**src/rtl/pcie_lane_tx_ser_pkg.sv**
```systemverilog
// pcie_phy_pkg: lane transmit constants, serializer state type and
// Gen1 scrambler LFSR helpers (used when PCIE_TX_SCRAMBLE_EN is defined).
package pcie_phy_pkg;

  localparam logic [7:0]  K_COM     = 8'hBC;
  localparam logic [7:0]  K_SKP     = 8'h1C;
  localparam logic [7:0]  K_IDL     = 8'h7C;
  localparam logic [7:0]  K_EDB     = 8'hFE;
  localparam logic [15:0] LFSR_SEED = 16'hFFFF;
  localparam int          SYM_BITS  = 10;

  typedef enum logic {TX_EIDLE, TX_SHIFT} tx_ser_state_e;

  // One bit-time of x^16+x^5+x^4+x^3+1, output tap at bit 15
  function automatic logic [15:0] lfsr_step(input logic [15:0] s);
    return {s[14:5], s[4:2] ^ {3{s[15]}}, s[1:0], s[15]};
  endfunction

  function automatic logic [7:0] lfsr_mask(input logic [15:0] s);
    logic [15:0] t;
    logic [7:0]  m;
    t = s;
    m = '0;
    for (int i = 0; i < 8; i++) begin
      m[i] = t[15];
      t    = lfsr_step(t);
    end
    return m;
  endfunction

  function automatic logic [15:0] lfsr_next8(input logic [15:0] s);
    logic [15:0] t;
    t = s;
    for (int i = 0; i < 8; i++) t = lfsr_step(t);
    return t;
  endfunction

endpackage

```
**src/rtl/pcie_lane_tx_ser_if.sv**
```systemverilog
// pcie_lane_tx_ser_if: symbol handshake from the link layer into one
// lane serializer, plus the electrical-idle request.
interface pcie_lane_tx_ser_if;
  logic [7:0] tx_data;
  logic       tx_k;
  logic       tx_valid;
  logic       tx_ready;
  logic       tx_eidle;

  modport master (
    output tx_data, tx_k, tx_valid, tx_eidle,
    input  tx_ready
  );

  modport slave (
    input  tx_data, tx_k, tx_valid, tx_eidle,
    output tx_ready
  );
endinterface

```
**src/rtl/pcie_enc_8b10b.sv**
```systemverilog
// pcie_enc_8b10b: combinational 8b/10b encoder, code[0]='a' .. code[9]='j'.
// Illegal K inputs are replaced by K30.7 (EDB) and flagged on k_err.
import pcie_phy_pkg::*;

module pcie_enc_8b10b (
  input  logic [7:0] data,
  input  logic       k,
  input  logic       rd_in,
  output logic [9:0] code,
  output logic       rd_out,
  output logic       k_err
);

  // abcdei as seen from RD-
  function automatic logic [5:0] tbl6(input logic [4:0] x);
    logic [5:0] r;
    unique case (x)
      5'd0:  r = 6'b100111;  5'd1:  r = 6'b011101;
      5'd2:  r = 6'b101101;  5'd3:  r = 6'b110001;
      5'd4:  r = 6'b110101;  5'd5:  r = 6'b101001;
      5'd6:  r = 6'b011001;  5'd7:  r = 6'b111000;
      5'd8:  r = 6'b111001;  5'd9:  r = 6'b100101;
      5'd10: r = 6'b010101;  5'd11: r = 6'b110100;
      5'd12: r = 6'b001101;  5'd13: r = 6'b101100;
      5'd14: r = 6'b011100;  5'd15: r = 6'b010111;
      5'd16: r = 6'b011011;  5'd17: r = 6'b100011;
      5'd18: r = 6'b010011;  5'd19: r = 6'b110010;
      5'd20: r = 6'b001011;  5'd21: r = 6'b101010;
      5'd22: r = 6'b011010;  5'd23: r = 6'b111010;
      5'd24: r = 6'b110011;  5'd25: r = 6'b100110;
      5'd26: r = 6'b010110;  5'd27: r = 6'b110110;
      5'd28: r = 6'b001110;  5'd29: r = 6'b101110;
      5'd30: r = 6'b011110;  5'd31: r = 6'b101011;
      default: r = 6'b000000;
    endcase
    return r;
  endfunction

  // fghj for data at RD-
  function automatic logic [3:0] tbl4d(input logic [2:0] y);
    logic [3:0] r;
    unique case (y)
      3'd0: r = 4'b1011;  3'd1: r = 4'b1001;
      3'd2: r = 4'b0101;  3'd3: r = 4'b1100;
      3'd4: r = 4'b1101;  3'd5: r = 4'b1010;
      3'd6: r = 4'b0110;  3'd7: r = 4'b1110;
      default: r = 4'b0000;
    endcase
    return r;
  endfunction

  // fghj for K codes at RD+ (after the 6b block); RD- is the complement
  function automatic logic [3:0] tbl4k(input logic [2:0] y);
    logic [3:0] r;
    unique case (y)
      3'd0: r = 4'b0100;  3'd1: r = 4'b1001;
      3'd2: r = 4'b0101;  3'd3: r = 4'b0011;
      3'd4: r = 4'b0010;  3'd5: r = 4'b1010;
      3'd6: r = 4'b0110;  3'd7: r = 4'b1000;
      default: r = 4'b0000;
    endcase
    return r;
  endfunction

  logic [7:0] d;
  logic [4:0] x;
  logic [2:0] y;
  logic [5:0] s6m, s6;
  logic [3:0] s4m, s4;
  logic       rd6, a7, legal;

  always_comb begin
    legal = (data[4:0] == 5'd28) ||
            (data[7:5] == 3'd7 &&
             (data[4:0] == 5'd23 || data[4:0] == 5'd27 ||
              data[4:0] == 5'd29 || data[4:0] == 5'd30));
    k_err = k && !legal;
    d     = k_err ? K_EDB : data;
    x     = d[4:0];
    y     = d[7:5];

    s6m = (k && x == 5'd28) ? 6'b001111 : tbl6(x);
    s6  = s6m;
    rd6 = rd_in;
    if ($countones(s6m) != 3) begin
      s6  = rd_in ? ~s6m : s6m;
      rd6 = ~rd_in;
    end else if (rd_in && x == 5'd7 && !k) begin
      s6 = 6'b000111;
    end

    a7 = y == 3'd7 &&
         ((!rd6 && (x == 5'd17 || x == 5'd18 || x == 5'd20)) ||
          (rd6 && (x == 5'd11 || x == 5'd13 || x == 5'd14)));
    s4m = a7 ? 4'b0111 : tbl4d(y);
    s4  = s4m;
    if (k)
      s4 = rd6 ? tbl4k(y) : ~tbl4k(y);
    else if (rd6 && !(y == 3'd1 || y == 3'd2 || y == 3'd5 || y == 3'd6))
      s4 = ~s4m;

    rd_out = rd6 ^ ($countones(s4) != 2);
    code   = {s4[0], s4[1], s4[2], s4[3],
              s6[0], s6[1], s6[2], s6[3], s6[4], s6[5]};
  end

endmodule

```
**src/rtl/pcie_lane_tx_ser.sv**
```systemverilog
// pcie_lane_tx_ser: per-lane Gen1 TX back end (8b/10b + serializer).
// Optional scrambler enabled by defining PCIE_TX_SCRAMBLE_EN.
import pcie_phy_pkg::*;

module pcie_lane_tx_ser #(
  parameter logic INIT_RD = 1'b0
) (
  input  logic               clk,
  input  logic               rst,
  pcie_lane_tx_ser_if.slave  tx,
  output logic               tx_p,
  output logic               tx_n,
  output logic               sym_err,
  output logic               underrun,
  output logic               rd_out
);

  tx_ser_state_e state, state_nx;
  logic [3:0]    bit_cnt, cnt_nx;
  logic [9:0]    shreg, sh_nx;
  logic          p_nx, n_nx, rd_nx, err_nx, und_nx;
  logic          last, accept;
  logic [7:0]    enc_data;
  logic [9:0]    code;
  logic          enc_rd, k_err;

  assign last = (bit_cnt == 4'(SYM_BITS - 1));
  assign tx.tx_ready = !rst && !tx.tx_eidle &&
                       (state == TX_EIDLE || last);
  assign accept = tx.tx_valid && tx.tx_ready;

`ifdef PCIE_TX_SCRAMBLE_EN
  logic [15:0] lfsr, lfsr_nx;

  assign enc_data = tx.tx_k ? tx.tx_data
                            : tx.tx_data ^ lfsr_mask(lfsr);

  always_comb begin
    lfsr_nx = lfsr;
    if (accept) begin
      if (tx.tx_k && tx.tx_data == K_COM)
        lfsr_nx = LFSR_SEED;
      else if (!(tx.tx_k && tx.tx_data == K_SKP))
        lfsr_nx = lfsr_next8(lfsr);
    end
  end

  always_ff @(posedge clk) begin
    if (rst) lfsr <= LFSR_SEED;
    else     lfsr <= lfsr_nx;
  end
`else
  assign enc_data = tx.tx_data;
`endif

  pcie_enc_8b10b u_enc (
    .data   (enc_data),
    .k      (tx.tx_k),
    .rd_in  (rd_out),
    .code   (code),
    .rd_out (enc_rd),
    .k_err  (k_err)
  );

  always_comb begin
    state_nx = state;
    cnt_nx   = bit_cnt;
    sh_nx    = shreg;
    p_nx     = tx_p;
    n_nx     = tx_n;
    rd_nx    = rd_out;
    err_nx   = 1'b0;
    und_nx   = 1'b0;
    if (accept) begin
      state_nx = TX_SHIFT;
      cnt_nx   = '0;
      sh_nx    = code;
      p_nx     = code[0];
      n_nx     = ~code[0];
      rd_nx    = enc_rd;
      err_nx   = k_err;
    end else begin
      unique case (state)
        TX_EIDLE: begin
          p_nx = 1'b0;
          n_nx = 1'b0;
        end
        TX_SHIFT: begin
          if (last) begin
            state_nx = TX_EIDLE;
            cnt_nx   = '0;
            p_nx     = 1'b0;
            n_nx     = 1'b0;
            und_nx   = !tx.tx_eidle;
          end else begin
            cnt_nx = bit_cnt + 4'd1;
            sh_nx  = {1'b0, shreg[9:1]};
            p_nx   = shreg[1];
            n_nx   = ~shreg[1];
          end
        end
        default: state_nx = TX_EIDLE;
      endcase
    end
  end

  always_ff @(posedge clk) begin
    if (rst) begin
      state    <= TX_EIDLE;
      bit_cnt  <= '0;
      shreg    <= '0;
      tx_p     <= 1'b0;
      tx_n     <= 1'b0;
      rd_out   <= INIT_RD;
      sym_err  <= 1'b0;
      underrun <= 1'b0;
    end else begin
      state    <= state_nx;
      bit_cnt  <= cnt_nx;
      shreg    <= sh_nx;
      tx_p     <= p_nx;
      tx_n     <= n_nx;
      rd_out   <= rd_nx;
      sym_err  <= err_nx;
      underrun <= und_nx;
    end
  end

endmodule

```
**src/flat_wrapper.sv**
```systemverilog
// flat-port wrapper written by rule: the top's interface ports become plain ports
module pcie_lane_tx_ser_flat 
#(
  parameter logic INIT_RD = 1'b0
)
  (clk, rst, tx_p, tx_n, sym_err, underrun, rd_out, tx_tx_data, tx_tx_k, tx_tx_valid, tx_tx_eidle, tx_tx_ready);
  pcie_lane_tx_ser_if tx_i ();
  input  logic clk;
  input  logic rst;
  output logic tx_p;
  output logic tx_n;
  output logic sym_err;
  output logic underrun;
  output logic rd_out;
  input wire logic [$bits(tx_i.tx_data)-1:0] tx_tx_data;
  input wire logic [$bits(tx_i.tx_k)-1:0] tx_tx_k;
  input wire logic [$bits(tx_i.tx_valid)-1:0] tx_tx_valid;
  input wire logic [$bits(tx_i.tx_eidle)-1:0] tx_tx_eidle;
  output wire logic [$bits(tx_i.tx_ready)-1:0] tx_tx_ready;
  assign tx_i.tx_data = tx_tx_data;
  assign tx_i.tx_k = tx_tx_k;
  assign tx_i.tx_valid = tx_tx_valid;
  assign tx_i.tx_eidle = tx_tx_eidle;
  assign tx_tx_ready = tx_i.tx_ready;
  pcie_lane_tx_ser #(.INIT_RD(INIT_RD)) u_core (.clk(clk), .rst(rst), .tx(tx_i), .tx_p(tx_p), .tx_n(tx_n), .sym_err(sym_err), .underrun(underrun), .rd_out(rd_out));
endmodule
```
**config.mk**
```make
export PLATFORM = sky130hd
export DESIGN_NAME = pcie_lane_tx_ser_flat
export DESIGN_NICKNAME = d
export VERILOG_FILES = /design/src/rtl/pcie_lane_tx_ser_pkg.sv /design/src/rtl/pcie_lane_tx_ser_if.sv /design/src/rtl/pcie_enc_8b10b.sv /design/src/rtl/pcie_lane_tx_ser.sv /design/src/flat_wrapper.sv
export SDC_FILE = /design/constraint.sdc
export NUM_CORES = 1
export LEC_CHECK = 0
export BUFFER_PORTS_ARGS = -buffer_cell sky130_fd_sc_hd__buf_2
export CAP_MARGIN = 10
export CELL_PAD_IN_SITES_DETAIL_PLACEMENT = 2
export CELL_PAD_IN_SITES_GLOBAL_PLACEMENT = 2
export CORE_MARGIN = 2
export CORE_UTILIZATION = 38
export CTS_CLUSTER_SIZE = 25
export DETAILED_ROUTE_END_ITERATION = 7
export PLACE_DENSITY_LB_ADDON = 0.1
export SLEW_MARGIN = 20
export SYNTH_ARGS = -nofsm -noshare
export SYNTH_HDL_FRONTEND = slang
export SYNTH_SLANG_ARGS = --single-unit
```
**constraint.sdc**
```tcl
create_clock -name clk -period 17.7 [get_ports clk]
set_input_delay 1.77 -clock clk [delete_from_list [all_inputs] [get_ports clk]]
set_output_delay 1.77 -clock clk [all_outputs]
set_load 0.01 [all_outputs]
```
==> flow_summary.json <==
{
  "outcome": "finished, final reports clean",
  "hold_viol": 0,
  "start_util_pct": 38.8,
  "arrival_ps": 9620,
  "p_leak_nw": 0.877,
  "ff_latch_area_um2": 380,
  "wirelength_um": 6120,
  "fp.dieArea_um2": 5740,
  "cts_root_buffer": "clkbuf_8",
  "setup_tns_ps": 0,
  "drtIter0Drc": 50,
  "cts_buffer_depth": 2,
  "synthAdderAreaFrac_pct": 11.1,
  "powerDensity_nw_per_um2": 78.1,
  "placed_cells": 332,
  "maxCapViolCount": 0,
  "firstDrtPassIters": 4,
  "cts_buffers": 3,
  "synthTopCellsByArea": "dfxtp_1 19%, ha_1 7.0%, nand2_1 5.2%",
  "finalSetupViolCount": 0,
  "die_h_um": 75.8,
  "yosys_warnings": 0,
  "synth_cell_type_count": 59,
  "required_ps": 17830,
  "holdWs_ps": 511,
  "coreArea_um2": 5040,
  "final_max_slew_viol_count": 0,
  "portBuffers": 18,
  "endpoint_kind": "flop",
  "wl_per_cell_um": 18.2,
  "grt-ovfl-total": 0,
  "ctsResizeCount": 0,
  "rsz0062_at_grt": "false",
  "crit_slowest_cell": "fa_1",
  "clkLatencyLatePin_ps": 250,
  "synth_xor_area_share_pct": 3.58,
  "antenna_cells": 0,
  "vdd_drop_max_mv": 0.0239,
  "vias": 1971,
  "fin_crit_ps": 9490,
  "synth_nets": 284,
  "cp-start-kind": "input pin",
  "clkTransAtPathRegs_ps": 70,
  "synth_compound_area_share_pct": 30.7,
  "fmaxAchievable_mhz": 105,
  "die_x_um": 75.8,
  "period_share_pct": 53.6,
  "r2r_slack_ps": 14710,
  "yosysSeqAreaShare_pct": 19.4,
  "postSynthAreaPerCell_um2": 7.65,
  "synth-main-ff-cell": "dfxtp_1",
  "cp_max_fo": 23,
  "cts_hold_buffers": 0,
  "synth_mux_area_share_pct": 3.19,
  "yosys.area.top_type": "dfxtp_1",
  "num_rows": 26,
  "drc_errors": 0,
  "hold_class": "reg2reg",
  "yosys.area_share.simple_pct": 26.6,
  "finalCoreUtilization_pct": 42.4,
  "tightest_slew_ps": 756,
  "synth_edf_count": 0,
  "syn_to_final_growth_pct": 9.07,
  "grt_max_degree": 24,
  "multi_input_area_um2": 1470,
  "clock-sinks": 19,
  "htreeDepth": 1,
  "instances_no_fill": 336,
  "layout.nets": 295,
  "slew_headroom_pct": 48.3,
  "synth_top_area_share_pct": 19.4,
  "netlist_area_um2": 1960,
  "design.portCount": 19,
  "n_fill_cell": 600,
  "drive_gt1_share_pct": 12.0,
  "synth-seq-cells": 19,
  "grt_pass1_vias": 2047,
  "hpwlAfterDp_um": 4640,
  "antenna_found_initial": 0,
  "synth_cells": 256,
  "place_congestion": 0.859,
  "cp_slowest_stage_delay_ps": 550,
  "grt_pass1_wl_um": 10200,
  "synth_top_family_by_area": "compound AO/OA/AOI/OAI gates",
  "track_usage_pct": 22.8,
  "cts_setup_buffers": 0,
  "crit_type": "in2reg",
  "async_reset_ff_share_pct": 0,
  "fin_skew_ps": 3.57,
  "routed_via_density": 5.87,
  "ant_nets": 0,
  "cts_tree": "built"
}
## critical path: cells and delay by family
| kind | cells | cell delay (ps) |
|---|---|---|
| simple gates | 4 | 1350 |
| fa+ha+maj | 8 | 3010 |
| xor+xnor | 3 | 670 |
| buf+inv | 5 | 750 |
| mux | 1 | 120 |
| compound gates | 8 | 1950 |
## registers in the layout, indices dropped and copies added, names as in the netlist
name and flops:
u_core.bit_cnt 4, u_core.rd_out 1, u_core.shreg 9, u_core.state 1
u_core.sym_err 1, u_core.tx_n 1, u_core.tx_p 1, u_core.underrun 1
## worst paths after layout
| kind | endpoint | cells past startpoint | start |
|---|---|---|---|
| setup / recovery | u_core.rd_out | 29 | tx_tx_data[3] |
| hold / removal | u_core.tx_n | 1 | u_core.shreg[1] |
| setup reg to reg | u_core.rd_out | 11 | u_core.rd_out |
| hold reg to reg | u_core.tx_n | 1 | u_core.shreg[1] |
## cell type report
type                    count  share of cell area [%]
flip-flops and latches     19                    17.8
clock buffers               3                    1.93
multi-input cells         210                    68.9
inverters                  14                    2.46
clock inverters             1                   0.234
repair buffers             19                    4.57
well taps                  70                    4.10
## where the power goes
part / internal [mW] / total (mW) / switching [mW]
Clock: 0.0156 / 0.0304 / 0.0147
Combinational: 0.0351 / 0.0881 / 0.0530
Sequential: 0.0461 / 0.0484 / 0.00229
## per-layer routing
layer | up-vias | GRT usage (%) | share of wire (%) | wire [um]
li1 | 965 | - | - | -
met1 | 979 | 29.8 | 46 | 2830
met2 | 23 | 41.3 | 51 | 3110
met3 | 4 | 0.794 | 1.8 | 111
met4 | 0 | 5.65 | 1.1 | 70
met5 | - | 0 | 0 | 0
## through the flow
stage | setup WS [ps] | total power [mW] | instance area, um^2
detailed placement | 8010 | 0.136 | 2090
floorplan | 9120 | 0.113 | 1960
global route | 7710 | 0.182 | 2140
global placement | 8280 | 0.132 | 2090
CTS | 8210 | 0.169 | 2140
finish | 8210 | 0.167 | 2140
## cell families after synthesis
kind of cell	after synthesis
AND/OR/NAND/NOR	102
flip-flops	19
XOR/XNOR	8
AO/OA/AOI/OAI	79
adder cells (fa/ha/maj)	15
multiplexers	6
buffers and inverters	27
## placed cells by master (no fill, tap or decap), types with 2 or more instances in the layout
cell type  count
o21ai_0        8
a2111oi_0      4
a31oi_1        2
a211o_1        4
a21o_1         5
o21ai_1        2
a22oi_1        2
buf_2         18
fa_1           4
dfxtp_1       19
o221ai_1       3
nand2b_1       5
a211oi_1       3
and3_1         2
o211a_1        3
a22o_1         2
a21oi_1       13
and4_1         2
nor4b_1        2
nor2_1        22
ha_1          11
xnor2_1        3
clkbuf_8       3
o22ai_1        4
mux2i_1        4
mux2_2         2
nor3_1        10
nand3_1        8
nor3b_1        4
xor2_1         5
inv_1         14
nor2b_1        6
o211ai_1       7
and2_1         6
o2bb2ai_1      2
a41oi_1        2
nand2_1       27
## cell usage after synthesis (2+ instances only)
library cell / n
a2111oi_0: 4
buf_2: 3
a21oi_1: 13
nor3b_1: 4
and4_1: 2
inv_1: 14
nor2b_1: 6
mux2i_1: 4
o211a_1: 3
a22oi_1: 2
nor4b_1: 2
nand3_1: 8
a21o_1: 5
mux2_2: 2
and3_1: 2
a211o_1: 4
o221ai_1: 3
a22o_1: 2
o21ai_1: 2
o21ai_0: 8
ha_1: 11
clkbuf_1: 9
a31oi_1: 2
o22ai_1: 4
nand2b_1: 5
nor2_1: 22
xor2_1: 5
xnor2_1: 3
nor3_1: 10
a211oi_1: 3
o211ai_1: 7
fa_1: 4
nand2_1: 27
a41oi_1: 2
dfxtp_1: 19
o2bb2ai_1: 2
and2_1: 6
No activity file was read; power rests on OpenSTA's default activity.
